$ cat src/rtl/fetch_stage.sv
// Instruction fetch stage: single-outstanding request to instruction memory,
// IF/ID pipeline register with stall, flush and redirect handling.
module fetch_stage #(
    parameter logic [31:0] RESET_PC = 32'h0000_0000,
    parameter logic [31:0] NOP_INSN = 32'h0000_0013
) (
    input  logic        clk,
    input  logic        rst,
    input  logic        stall,
    input  logic        flush,
    input  logic        redirect,
    input  logic [31:0] redirect_pc,
    output logic        imem_req,
    output logic [31:0] imem_addr,
    input  logic        imem_ready,
    input  logic        imem_rvalid,
    input  logic [31:0] imem_rdata,
    output logic [31:0] instruction,
    output logic [31:0] pc_out,
    output logic        valid
);

    localparam int unsigned XLEN = 32;
    localparam logic [XLEN-1:0] PC_STEP = XLEN'(4);

    typedef enum logic [1:0] {
        S_FETCH = 2'd0,
        S_WAIT  = 2'd1,
        S_HOLD  = 2'd2
    } state_t;

    state_t          state;
    state_t          state_nxt;

    logic [XLEN-1:0] pc;
    logic [XLEN-1:0] pc_nxt;
    logic [XLEN-1:0] inflight;
    logic [XLEN-1:0] hold_insn;
    logic [XLEN-1:0] hold_pc;
    logic            discard;
    logic            discard_nxt;

    logic            transfer;
    logic            take_inflight;
    logic            take_hold;
    logic            ifid_load;
    logic [XLEN-1:0] ifid_load_insn;
    logic [XLEN-1:0] ifid_load_pc;
    logic [XLEN-1:0] redirect_target;

    assign redirect_target = {redirect_pc[XLEN-1:2], 2'b00};

    // State register
    always_ff @(posedge clk or posedge rst) begin
        if (rst) begin
            state <= S_FETCH;
        end else begin
            state <= state_nxt;
        end
    end

    // Next-state and datapath steering
    always_comb begin
        state_nxt      = state;
        pc_nxt         = pc;
        discard_nxt    = discard;
        take_inflight  = 1'b0;
        take_hold      = 1'b0;
        ifid_load      = 1'b0;
        ifid_load_insn = imem_rdata;
        ifid_load_pc   = inflight;

        case (state)
            S_FETCH: begin
                if (redirect) begin
                    pc_nxt = redirect_target;
                end
                if (transfer) begin
                    // A request accepted alongside a redirect is already stale
                    take_inflight = 1'b1;
                    discard_nxt   = redirect;
                    state_nxt     = S_WAIT;
                end
            end

            S_WAIT: begin
                if (redirect) begin
                    pc_nxt = redirect_target;
                    if (imem_rvalid) begin
                        discard_nxt = 1'b0;
                        state_nxt   = S_FETCH;
                    end else begin
                        discard_nxt = 1'b1;
                    end
                end else if (imem_rvalid) begin
                    if (discard) begin
                        discard_nxt = 1'b0;
                        state_nxt   = S_FETCH;
                    end else if (stall) begin
                        take_hold = 1'b1;
                        state_nxt = S_HOLD;
                    end else begin
                        ifid_load = 1'b1;
                        pc_nxt    = inflight + PC_STEP;
                        state_nxt = S_FETCH;
                    end
                end
            end

            S_HOLD: begin
                if (redirect) begin
                    pc_nxt    = redirect_target;
                    state_nxt = S_FETCH;
                end else if (!stall) begin
                    ifid_load      = 1'b1;
                    ifid_load_insn = hold_insn;
                    ifid_load_pc   = hold_pc;
                    pc_nxt         = hold_pc + PC_STEP;
                    state_nxt      = S_FETCH;
                end
            end

            default: begin
                state_nxt = S_FETCH;
            end
        endcase
    end

    // Memory-side outputs decoded from state; request is masked during reset
    always_comb begin
        imem_req  = (state == S_FETCH) && !rst;
        imem_addr = pc;
        transfer  = imem_req && imem_ready;
    end

    // PC, in-flight tracking and hold buffer
    always_ff @(posedge clk or posedge rst) begin
        if (rst) begin
            pc        <= RESET_PC;
            inflight  <= '0;
            discard   <= 1'b0;
            hold_insn <= '0;
            hold_pc   <= '0;
        end else begin
            pc      <= pc_nxt;
            discard <= discard_nxt;
            if (take_inflight) begin
                inflight <= pc;
            end
            if (take_hold) begin
                hold_insn <= imem_rdata;
                hold_pc   <= inflight;
            end
        end
    end

    // IF/ID register; an empty slot always presents the NOP encoding
    always_ff @(posedge clk or posedge rst) begin
        if (rst) begin
            instruction <= NOP_INSN;
            pc_out      <= '0;
            valid       <= 1'b0;
        end else if (redirect || flush) begin
            instruction <= NOP_INSN;
            valid       <= 1'b0;
        end else if (ifid_load) begin
            instruction <= ifid_load_insn;
            pc_out      <= ifid_load_pc;
            valid       <= 1'b1;
        end else if (!stall) begin
            instruction <= NOP_INSN;
            valid       <= 1'b0;
        end
    end

endmodule

$ cat config.mk
export PLATFORM = sky130hd
export DESIGN_NAME = fetch_stage
export DESIGN_NICKNAME = d
export VERILOG_FILES = /design/src/rtl/fetch_stage.sv
export SDC_FILE = /design/constraint.sdc
export NUM_CORES = 1
export LEC_CHECK = 0
export BUFFER_PORTS_ARGS = -buffer_cell sky130_fd_sc_hd__buf_2
export CAP_MARGIN = 20
export CORE_MARGIN = 2
export CORE_UTILIZATION = 43
export DETAILED_ROUTE_END_ITERATION = 8
export GPL_TIMING_DRIVEN = 0
export MAX_ROUTING_LAYER = met4
export PLACE_DENSITY_LB_ADDON = 0.3
export REMOVE_ABC_BUFFERS = 1
export SYNTH_ARGS = -nofsm -noshare
export SYNTH_HDL_FRONTEND = slang
export SYNTH_SLANG_ARGS = --single-unit
export TNS_END_PERCENT = 20
$ cat constraint.sdc
create_clock -name clk -period 9 [get_ports clk]
set_clock_uncertainty 0.05 [all_clocks]
set_input_delay 0.45 -clock clk [delete_from_list [all_inputs] [get_ports clk]]
set_output_delay 0.45 -clock clk [all_outputs]
set_load 0.01 [all_outputs]
# Word level (Yosys, flattened, before mapping)
# Cells that the tools add are included.
[totals]
input_bits = 71
out_inout_bits = 98
ff_bits = 196
elab_cells = 80
[classes]
bitwise_logic = 1
n_eq_ne = 10
mux = 47
reduce_logical = 11
addsub = 2
[op_table]
columns = ["op", "count"]
rows = [
  ["$mux 32", 16],
  ["$pmux 32 s3", 1],
  ["$add 32x3->32 const B", 2],
  ["$mux 1", 19],
  ["$mux 2", 8],
  ["$ne 3x3->1 const B", 4],
  ["$ne 2x2->1 const B", 3],
  ["$pmux 2 s3", 1],
  ["$reduce_and 3->1", 2],
  ["$reduce_and 6->1", 1],
  ["$pmux 1 s2", 2],
  ["$ne 3x1->1 const B", 1],
  ["$reduce_bool 3->1", 1],
  ["$eq 2x1->1 const B", 1],
  ["$eq 2x2->1 const B", 1],
  ["$logic_and 1x1->1", 2],
  ["$logic_not 2->1", 1],
  ["$reduce_and 2->1", 1],
  ["$reduce_bool 2->1", 1],
  ["$logic_not 1->1", 1],
  ["$logic_or 1x1->1", 1],
  ["$not 1->1", 1],
]

# Logic depth before layout (Yosys ltp)
# Gate-level depths: netlist of the first run.
[logic_depth]
ltp_word = 7
depth_mapped = 10
ltp_nobuf = 8

# Least setup slack after synthesis of the first run
# Ideal clock, no wire load.
[synth_path]
kind = "reg-to-reg"
start = "register state[1]"
end = "register pc[10] (netlist: imem_addr[10])"
setup_ns = 0.142
arrival_time_ns = 2.017
path_stages_with_launch = 10
path_slack_ns = 6.791
t_required_ns = 8.808
period_less_slack_ns = 2.209
n_path_buf = 3
path_cell_list = "dfrtp_1 inv_1 ha_1 buf_2 a21oi_1 o21a_1 o21bai_1 clkbuf_1 clkbuf_1 o221ai_1"
[synth_between]
elab_chain_len = 3
word_cells_on_any_way = 11
cone_classes = "7 x eq/ne; 1 x mux; 3 x reduce/logical"
[synth_lines]
columns = ["item", "line_no", "source"]
rows = [
  ["start: declaration", "32", "state_t state;"],
  ["start signal: assignment", "58", "state <= state_nxt;"],
  ["$eq 2x1->1, or another cell as far along", "73", "case (state)"],
  ["$ne 3x3->1 (no line), or another cell as far along", "n/a", ""],
  ["$reduce_and 6->1 (no line)", "n/a", ""],
  ["end signal: assignment", "145", "pc <= pc_nxt;"],
  ["end: declaration", "35", "logic [XLEN-1:0] pc;"],
]
# Parallel ways exist; a longest one is shown, timed or not.
# A chain may end at the register's enable or synchronous reset.

# Worst setup path after layout of the first run
[layout_path]
start = "register state[0]"
end = "register instruction[28]"
[layout_between]
elab_chain_len = 4
word_cells_on_any_way = 7
cone_classes = "3 x eq/ne; 4 x mux"
[layout_lines]
columns = ["item", "line_no", "source"]
rows = [
  ["$eq 2x2->1 / $eq 2x1->1 (equally long branches)", "73", ""],
  ["$pmux 1 s2 / $mux 32 (equally long branches)", "73", ""],
  ["$mux 32", "166", "end else if (ifid_load) begin"],
  ["$mux 32", "163", "end else if (redirect || flush) begin"],
  ["end signal: assignment", "167", "instruction <= ifid_load_insn;"],
  ["end: declaration", "18", "output logic [31:0] instruction,"],
]
# Parallel ways exist; a longest one is shown, timed or not.

==> metrics.cfg, run 1 <==
[status]
status = completed

[synthesis]
synth_top_area_share_pct = 50.6
synth-edff-count = 0
avgSynthCellArea_um2 = 11.0
yosysUniqueCellTypes = 57
ys_ff_latch = 196
ys_warn_count = 0
async_reset_ff_share_pct = 100
syn_area_um2 = 9540
synth-seq-area-share_pct = 51.4
syn-instance-count = 871
synthFlopType = dfrtp_1
synth_area_leaders = dfrtp_1 (51%), mux2_2 (11%), mux2i_1 (6.2%)
yosysTopAreaCell = dfrtp_1

[global_route]
grt_start_max_net_pins = 125
grt_pass1_vias = 6824
overflow = 0
grt_usage_pct = 21.0
antenna_found_initial = 0
grt_pass1_wl_um = 37900

[clock_network]
clk_latency_ns = 0.43
tritoncts = done
clk_path_buf_depth = 2
clk_pin_slew_ns = 0.08
cts_setup_buffers = 0
cts_buffers = 17
root_buffer = clkbuf_16
htreeDepth = 4
ctsHoldBuffers = 0
cts_resized = 0
clock_sinks = 196

[pwr]
p_int_mw = 2.13
p_comb_share_pct = 33.1
peakVddDrop_v = 0.000156
p_sw_share_pct = 36.7
p_sw_mw = 1.24
leakage_nw = 5.14
seqPwrFrac_pct = 43.8
cellPowerDensity_nw_per_um2 = 298
p_clk_share_pct = 23.1

[setup_path]
end_kind = flop
r2r_start = state[0]
cpPeakStageDelay_ns = 0.86
worstSetupStartpointType = flop
timing.rr.end = instruction[28]
cp_max_fo = 15
r2r_slack_ns = 5.58
cp_cell_sequence = inv_1 > ha_1 > inv_1 > nor3_2 > buf_6 > buf_6 > buf_6 > buf_6 > mux2i_1 > o21ai_0
path_class = reg2reg
ff2ff_path_depth = 10
slowest_stage = nor3_2
crit_arrival_ns = 3.68
crit_top_cell = buf_6
crit_required_ns = 9.26

[cells_and_area]
diodes = 0
stdcell_area_um2 = 11300
nNetsFinal = 1099
area_growth_pct = 18.7
multiInputGateArea_um2 = 4330
register_area_um2 = 4910
final_cells = 1314
layout-drive-gt1-share_pct = 32.1
post-route-util_pct = 51.9
fillCellCount = 2002

[floorplan]
fp.dieW_um = 153
die_area_um2 = 23400
ioPinCount = 169
coreArea_um2 = 21800
num_rows = 54
start_util_pct = 43.7
die_h_um = 153

[detailed_routing]
wl_per_cell_um = 17.7
num_vias = 7008
via_per_inst = 5.33
antenna_left = 0
drt_pass1_iterations = 4
drc = 0
drt_wl_total_um = 23300
drt_iter0_markers = 451

[sta]
relSlewSlack_pct = 31.6
fin_crit_sh_pct = 38.0
drv_slew = 0
worst_pin_slew_ns = 1.02
fmax_mhz = 292
hold_ws_ns = 0.148
rsz0062_at_grt = false
setup-violations-final = 0
hold_viol_final = 0
tns_ns = 0
period_needed_ns = 3.42

[place]
portBuffers = 166
place_congestion = 0.860
hpwl_um = 16000
place_inst = 1282
place_area_um2 = 10700

[min_path]
hold_class = in2async

[run]
maxCapViolCount = 0

-- per-layer routing --
| metal | wire, um | global-route usage (%) | vias up |
|---|---|---|---|
| li1 | - | - | 3374 |
| met1 | 11200 | 30.1 | 3427 |
| met2 | 10600 | 31.1 | 187 |
| met3 | 1070 | 3.49 | 20 |
| met4 | 285 | 6.08 | 0 |
| met5 | 0 | - | - |
-- placed cells by master (no fill, tap or decap), drive strengths merged, types with 19 or more instances in the layout --
cell type / Yosys / routed
xnor2: 33 / 33
a21oi: 20 / 20
dfrtp: 193 / 193
nor2: 43 / 43
xor2: 22 / 22
buf: 19 / 181
nand2: 131 / 131
inv: 15 / 22
o21ai: 87 / 87
mux2: 96 / 96
mux2i: 59 / 59
nand3: 19 / 19
-- stage by stage --
| stage | setup WS (ns) | total power, mW |
|---|---|---|
| finish | 5.58 | 3.37 |
| CTS | 5.59 | 3.40 |
| detailed placement | 5.62 | 2.61 |
| global route | 5.35 | 3.60 |
| global placement | -3.55 | 2.55 |
| floorplan | 0.675 | 2.17 |
-- sequential cells by signal, indices dropped and copies added (netlist names) --
signal / cells
hold_insn: 32
hold_pc: 32
imem_addr: 32
inflight: 32
instruction: 32
pc_out: 32
state: 2
discard: 1
valid: 1
-- Yosys cell counts (all sizes together) (7+ instances only) --
cell / n
dfrtp: 193
nand2: 131
mux2: 96
o21ai: 87
mux2i: 59
nor2: 43
xnor2: 33
clkbuf: 30
xor2: 22
a21oi: 20
buf: 19
nand3: 19
inv: 15
nand4: 12
a22oi: 11
o221ai: 11
and3: 8
a221oi: 7
ha: 7
-- cell families (layout without fill, tap and decap cells) --
family	Yosys count	in the layout	synth area share (%)
xor gates and xnor gates	55	55	5.05
muxes	155	155	17.5
DFF	196	196	51.4
adders and majority gates	7	7	0.918
and+or+nand+nor	238	238	11.6
AOI/OAI and AO/OA	155	155	9.98
buffers and inverters	65	228	3.53
-- how the worst max path moves through the flow --
stage	to	depth (start not counted)	slack (ns)	from
final	instruction[28]	10	5.58	state[0]
after global routing	instruction[15]	10	5.35	state[0]
after floorplan	instruction[0]	6	0.68	state[0]
after CTS	instruction[25]	10	5.59	state[0]
after global placement	pc_out[14]	6	-3.55	state[0]
after detailed placement	instruction[25]	10	5.62	state[0]
-- worst max-delay path, delay by kind of cell (launching register included) --
kind | cells | cell delay [ns]
buffers and inverters | 6 | 1.12
and+or+nand+nor | 1 | 0.86
adders and majority gates | 1 | 0.59
DFF | 1 | 0.40
muxes | 1 | 0.17
AOI/OAI and AO/OA | 1 | 0.08
-- power groups by stage --
| stage | Sequential, mW | Combinational (mW) | Clock, mW |
|---|---|---|---|
| 3_5_place_dp | 1.49 | 1.12 | 0 |
| 3_3_place_gp | 1.48 | 1.08 | 0 |
| 2_1_floorplan | 1.48 | 0.693 | 0 |
| 5_1_grt | 1.53 | 1.24 | 0.831 |
| 4_1_cts | 1.47 | 1.13 | 0.798 |
| 6_report | 1.48 | 1.11 | 0.780 |
-- final cells by class --
cell class | instances | share of cell area, %
multi-input combinational | 610 | 38.2
inverter | 15 | 0.564
tap | 280 | 3.09
sequential | 196 | 43.3
timing repair buffer | 181 | 9.52
clock buffer | 17 | 3.76
clock inverter | 15 | 1.47
Note: power is estimated with default switching activity, not from simulation.
==> inputs of run 2 (changes only) <==
==> constraint.sdc (replaced) <==
create_clock -name clk -period 2.9 [get_ports clk]
set_clock_uncertainty 0.05 [all_clocks]
set_input_delay 0.145 -clock clk [delete_from_list [all_inputs] [get_ports clk]]
set_output_delay 0.145 -clock clk [all_outputs]
set_load 0.01 [all_outputs]
==> run 2 against run 1 <==
Against the previous run: die area unchanged; combinational power rose to 3.2 times the previous value; final cell count is 4.5% higher; non-clock buffer count is 58 higher; critical path type unchanged.
==> metrics.cfg, run 2 (synthesized netlist as in run 1, its figures left out) <==
[status]
status = completed

[cells_and_area]
final_common_cell = dfrtp_1
layout-drive-gt1-share_pct = 31.2  ; -0.91 points
stdcell_area_um2 = 11900  ; +5.3%
register_area_um2 = 4910  ; unchanged
diodes = 0  ; unchanged
nNetsFinal = 1158  ; +5.4%
final_cells = 1373  ; +4.5%
area_growth_pct = 25.0
multiInputGateArea_um2 = 4360  ; +0.58%
fillCellCount = 1931  ; -3.5%
final_cell_mix = dfrtp_1 (193), buf_2 (166), nand2_1 (129), mux2_2 (96), o21ai_0 (86)

[place]
place_congestion = 0.860  ; unchanged
place_inst = 1282  ; unchanged
dp_slack_ns = -0.478  ; -6.10 ns
hpwl_um = 16000  ; unchanged
portBuffers = 166  ; unchanged
place_area_um2 = 10700  ; unchanged

[sta]
hold_viol_final = 0  ; unchanged
fmax_mhz = 380  ; +30%
relSlewSlack_pct = 40.8  ; +9.2 points
fin_crit_sh_pct = 90.8  ; +53 points
layout_setup_ws_ns = 0.268  ; -5.31 ns
worst_pin_slew_ns = 0.888  ; -0.133 ns
period_needed_ns = 2.63  ; -0.790 ns
drv_slew = 0  ; unchanged
setup-violations-final = 0  ; unchanged
rsz0062_at_grt = false
hold_ws_ns = 0.00465  ; -0.144 ns

[min_path]
hold_path_depth = 5
worstHoldStart = redirect_pc[21]
hold_end = imem_addr[21]
hold_class = in2reg

[pwr]
design_power_total_mw = 10.6  ; +210%
peakVddDrop_v = 0.000490  ; +210%
cellPowerDensity_nw_per_um2 = 887  ; +200%
leakage_nw = 5.40  ; +5.1%

[global_route]
use_met2_pct = 32.1  ; +1.0 points
grt_use_met3_pct = 3.40  ; -0.085 points
met1_usage_pct = 30.5  ; +0.49 points
antenna_found_initial = 0  ; unchanged
overflow = 0  ; unchanged
grt_pass1_wl_um = 38800  ; +2.3%
grt_start_max_net_pins = 125  ; unchanged
top_usage_layer = met2
grt_usage_pct = 21.5  ; +0.44 points
grt_pass1_vias = 7091  ; +3.9%

[floorplan]
fp.dieW_um = 153  ; unchanged
coreArea_um2 = 21800  ; unchanged
die_h_um = 153  ; unchanged
die_area_um2 = 23400  ; unchanged
start_util_pct = 43.7  ; unchanged
num_rows = 54  ; unchanged
ioPinCount = 169  ; unchanged

[setup_path]
ff2ff_path_depth = 9  ; -1
crit_required_ns = 3.15  ; -6.11 ns
worstSetupStartpointType = flop
r2r_start = state[0]
r2r_slack_ns = 0.27  ; -5.31 ns
end_kind = flop
cp_max_fo = 33  ; +18
crit_arrival_ns = 2.88  ; -0.80 ns
timing.rr.end = imem_addr[27]
path_class = reg2reg

[detailed_routing]
drc = 0  ; unchanged
drt_wl_total_um = 24100  ; +3.6%
wl_per_cell_um = 17.5  ; -0.87%
num_vias = 7297  ; +4.1%
drt_iter0_markers = 450  ; -0.22%
via_per_inst = 5.31  ; -0.35%
drt_pass1_iterations = 5  ; +1
antenna_left = 0  ; unchanged

[clock_network]
root_buffer = clkbuf_16
clock_sinks = 196  ; unchanged
htreeDepth = 4  ; unchanged
tritoncts = done
clk_latency_ns = 0.44  ; about the same
clk_pin_slew_ns = 0.08  ; about the same
clk_path_buf_depth = 2  ; unchanged
cts_buffers = 17  ; unchanged

[run]
maxCapViolCount = 0  ; unchanged

-- run 2: worst max-delay path by stage --
stage	from	to	slack [ns]	cells after the start
global placement	state[0]	pc_out[14]	-9.65	6
finish	state[0]	imem_addr[27]	0.27	9
detailed placement	state[0]	instruction[25]	-0.48	10
floorplan	state[0]	instruction[0]	-5.42	6
global route	state[0]	imem_addr[27]	0.009	9
CTS	state[0]	imem_addr[25]	0.007	6
-- run 2: cell type report --
| cell class | count | share of cell area [%] |
|---|---|---|
| inverter | 15 | 0.535 |
| sequential | 196 | 41.1 |
| clock inverter | 15 | 1.40 |
| clock buffer | 17 | 3.57 |
| multi-input combinational | 611 | 36.5 |
| tap | 280 | 2.94 |
| timing repair buffer | 239 | 13.9 |
-- run 2: stage by stage --
step | setup TNS (ns) | utilization (%)
after floorplan | -871.97 | -
after global placement | -1756.27 | 47.9
after detailed placement | -10.63 | 49.2
after CTS | 0 | 54.5
after global routing | 0 | 54.7
final | 0 | 54.7
-- run 2: power by group --
group	internal [mW]	leakage [nW]	total, mW	switching (mW)
Sequential	3.68	2.54	4.59	0.905
Combinational	1.71	2.58	3.57	1.86
Clock	1.29	0.287	2.42	1.13
-- run 2: layer usage --
metal | part of all wire [%] | wire [um]
met1 | 49 | 11800
met3 | 3.8 | 924
met4 | 1.6 | 374
met5 | 0 | 0
met2 | 46 | 11000
-- run 2: worst max-delay path: stages, from the launching register on --
cell	delay, ns
dfrtp_1	0.41
inv_1	0.14
ha_2	0.42
a21oi_1	0.11
o21a_1	0.29
o21bai_4	0.46
buf_12	0.26
nor2_1	0.07
a21oi_1	0.14
o221ai_1	0.14
-- run 2: repair_timing --
action / in CTS / in global routing
gates resized for setup: 3 / 1
endpoints found under the setup margin: 63 / 10
hold endpoints to repair: 201 / 0
cloned: 0 / 1
pin swaps: 2 / 2
buffers inserted: 3 / 2
hold buffers: 53 / 0
==> inputs of run 3 (changes only) <==
--- a/config.mk
+++ b/config.mk
@@ -5,6 +5,7 @@
 export SDC_FILE = /design/constraint.sdc
 export NUM_CORES = 1
 export LEC_CHECK = 0
+export ABC_AREA = 1
 export BUFFER_PORTS_ARGS = -buffer_cell sky130_fd_sc_hd__buf_2
 export CAP_MARGIN = 20
 export CORE_MARGIN = 2
@@ -13,7 +14,6 @@
 export GPL_TIMING_DRIVEN = 0
 export MAX_ROUTING_LAYER = met4
 export PLACE_DENSITY_LB_ADDON = 0.3
-export REMOVE_ABC_BUFFERS = 1
 export SYNTH_ARGS = -nofsm -noshare
 export SYNTH_HDL_FRONTEND = slang
 export SYNTH_SLANG_ARGS = --single-unit
==> run 3 against run 2 <==
Against the previous run: clock power about the same; setup slack gained 0.20 ns; critical path depth down 1; sequential power up 2%; non-clock buffer count grew 49; hold slack better by 0.011 ns; routed wire length is 34% higher; sequential share of layout area decreased by 2.7 points; combinational power grew 27%; global-route usage up 5.8 points; largest power group unchanged.
==> metrics.cfg, run 3 <==
[detailed_routing]
num_vias = 10100  ; +38%
drc = 0  ; unchanged
via_per_inst = 5.05  ; -5.0%
antenna_left = 0  ; unchanged
drt_wl_total_um = 32400  ; +34%
drt_iter0_markers = 839  ; +86%
drt_pass1_iterations = 5  ; unchanged
wl_per_cell_um = 16.3  ; -7.3%

[run]
maxCapViolCount = 0  ; unchanged

[clock_network]
root_buffer = clkbuf_16
clock_sinks = 196  ; unchanged
htreeDepth = 4  ; unchanged
clk_pin_slew_ns = 0.09  ; about the same
cts_resized = 0  ; -3
clk_latency_ns = 0.44  ; about the same
cts_buffers = 17  ; unchanged
clk_path_buf_depth = 2  ; unchanged
cts_setup_buffers = 0  ; -3
ctsHoldBuffers = 55  ; +3.8%
tritoncts = done

[sta]
hold_viol_final = 0  ; unchanged
relSlewSlack_pct = 50.9  ; +10 points
hold_ws_ns = 0.0152  ; +0.0105 ns
setup-violations-final = 0  ; unchanged
fin_crit_sh_pct = 83.7  ; -7.0 points
rsz0062_at_grt = false
worst_pin_slew_ns = 0.735  ; -0.153 ns
tns_ns = 0  ; unchanged
period_needed_ns = 2.43  ; -0.204 ns
fmax_mhz = 412  ; +8.4%
drv_slew = 0  ; unchanged

[cells_and_area]
diodes = 0  ; unchanged
fillCellCount = 2325  ; +20%
area_growth_pct = 24.3
final_cell_mix = nand2_1 (461), o21ai_0 (236), dfrtp_1 (193), buf_2 (188), inv_1 (155)
final_common_cell = nand2_1
layout-drive-gt1-share_pct = 15.1  ; -16 points
final_cells = 1991  ; +45%
nNetsFinal = 1737  ; +50%

[global_route]
antenna_found_initial = 0  ; unchanged
grt_pass1_vias = 9449  ; +33%
grt_usage_pct = 27.3  ; +5.8 points
grt_start_max_net_pins = 42  ; -66%
grt_pass1_wl_um = 51300  ; +32%
overflow = 0  ; unchanged

[synthesis]
yosysUniqueCellTypes = 35  ; -39%
syn-instance-count = 1414  ; +62%
synth.most_common_cell = nand2_1
synth_top_area_share_pct = 47.0  ; -3.6 points
yosysTopAreaCell = dfrtp_1
synth_nets = 1492
synth_area_leaders = dfrtp_1 (47%), nand2_1 (17%), o21ai_0 (12%)
synth-seq-area-share_pct = 47.8  ; -3.6 points
synthFlopType = dfrtp_1
synth-edff-count = 0  ; unchanged
avgSynthCellArea_um2 = 7.26  ; -34%
synthTopCellsByCount = nand2_1 (461), o21ai_0 (236), dfrtp_1 (193), inv_1 (156), nor2_1 (102)
ys_ff_latch = 196  ; unchanged
ys_warn_count = 0  ; unchanged
async_reset_ff_share_pct = 100  ; unchanged
syn_area_um2 = 10300  ; +7.6%

[setup_path]
cpPeakStageDelay_ns = 0.55  ; +0.09 ns
path_buf_inv = 3  ; +1
cp_max_fo = 10  ; -70%
end_kind = flop
crit_required_ns = 3.21  ; +0.06 ns
path_class = reg2reg
cp_cell_sequence = inv_1 > ha_1 > buf_2 > buf_1 > nand3_1 > o21ai_0 > nand2_1 > a22oi_1
crit_arrival_ns = 2.73  ; -0.15 ns
critPathTopFamily = buffers and inverters
worstSetupStartpointType = flop
slowest_stage = buf_1

[place]
place_congestion = 0.981  ; +14%
hpwl_um = 25000  ; +56%
portBuffers = 166  ; unchanged
place_inst = 1904  ; +49%

[floorplan]
num_rows = 56  ; +3.7%
ioPinCount = 169  ; unchanged
die_area_um2 = 25100  ; +7.4%
die_h_um = 159  ; +3.6%
coreArea_um2 = 23500  ; +7.6%
start_util_pct = 43.7  ; about the same
fp.dieW_um = 159  ; +3.6%

[pwr]
peakVddDrop_v = 0.000850  ; +74%
leakage_nw = 6.50  ; +20%
cellPowerDensity_nw_per_um2 = 911  ; +2.6%

[status]
status = completed

[min_path]
hold_class = in2reg

## run 3: where the power goes
part	switching [mW]	total (mW)	internal [mW]
combinational	2.90	4.52	1.62
clock	1.24	2.42	1.18
sequential	0.902	4.68	3.78
total	5.05	11.6	6.57
## run 3: worst register-to-register path, delay by kind of cell (launching register included)
kind,cells,cell delay [ns]
buf+inv,3,0.98
flops,1,0.40
compound gates,2,0.32
simple gates,2,0.34
fa+ha+maj,1,0.26
## run 3: worst paths after layout
check / from / endpoint / slack [ns] / cells after the start
max reg2reg: state[1] / imem_addr[10] / 0.47 / 8
max in group asynchronous: rst / instruction[17] / 1.60 / 5
max: state[1] / imem_addr[10] / 0.47 / 8
min: redirect_pc[14] / imem_addr[14] / 0.02 / 4
min in group asynchronous: rst / discard / 0.33 / 3
min reg2reg: pc_out[12] / pc_out[12] / 0.43 / 2
## run 3: cell families after synthesis
logic type      share of synthesized area (%)
xor+xnor                                0.512
simple gates                             25.4
buf+inv                                  8.79
flops                                    47.8
fa+ha+maj                               0.853
compound gates                           16.7
## run 3: through the flow
| step | total power, mW | utilization, % | worst slack [ns] | area, um2 |
|---|---|---|---|---|
| 2_1_floorplan | 7.39 | - | 0.175 | 10300 |
| 3_3_place_gp | 9.03 | 49.0 | -1.08 | 11500 |
| 3_5_place_dp | 9.13 | 49.4 | 0.521 | 11600 |
| 4_1_cts | 11.6 | 54.4 | 0.480 | 12800 |
| 5_1_grt | 12.5 | 54.4 | 0.248 | 12800 |
| 6_report | 11.6 | 54.4 | 0.472 | 12800 |
## run 3: cell type report
class                   count  area [um2]  share of cell area, %
repair buffers            226        1480                   11.6
clock inverters            14         178                   1.39
plain buffers              62         283                   2.22
clock buffers              18         429                   3.36
flip-flops and latches    196        4910                   38.5
inverters                 165         623                   4.88
well taps                 319         399                   3.13
multi-input cells         991        4460                   34.9
## run 3: routing by layer
layer / track usage, % / share of wire, % / wire length, um / up-vias
li1: - / - / - / 5006
met1: 38.8 / 48 / 15400 / 4662
met2: 42.3 / 45 / 14500 / 359
met3: 3.38 / 6.0 / 1930 / 30
met4: 6.01 / 1.7 / 537 / 0
met5: - / 0 / 0 / -
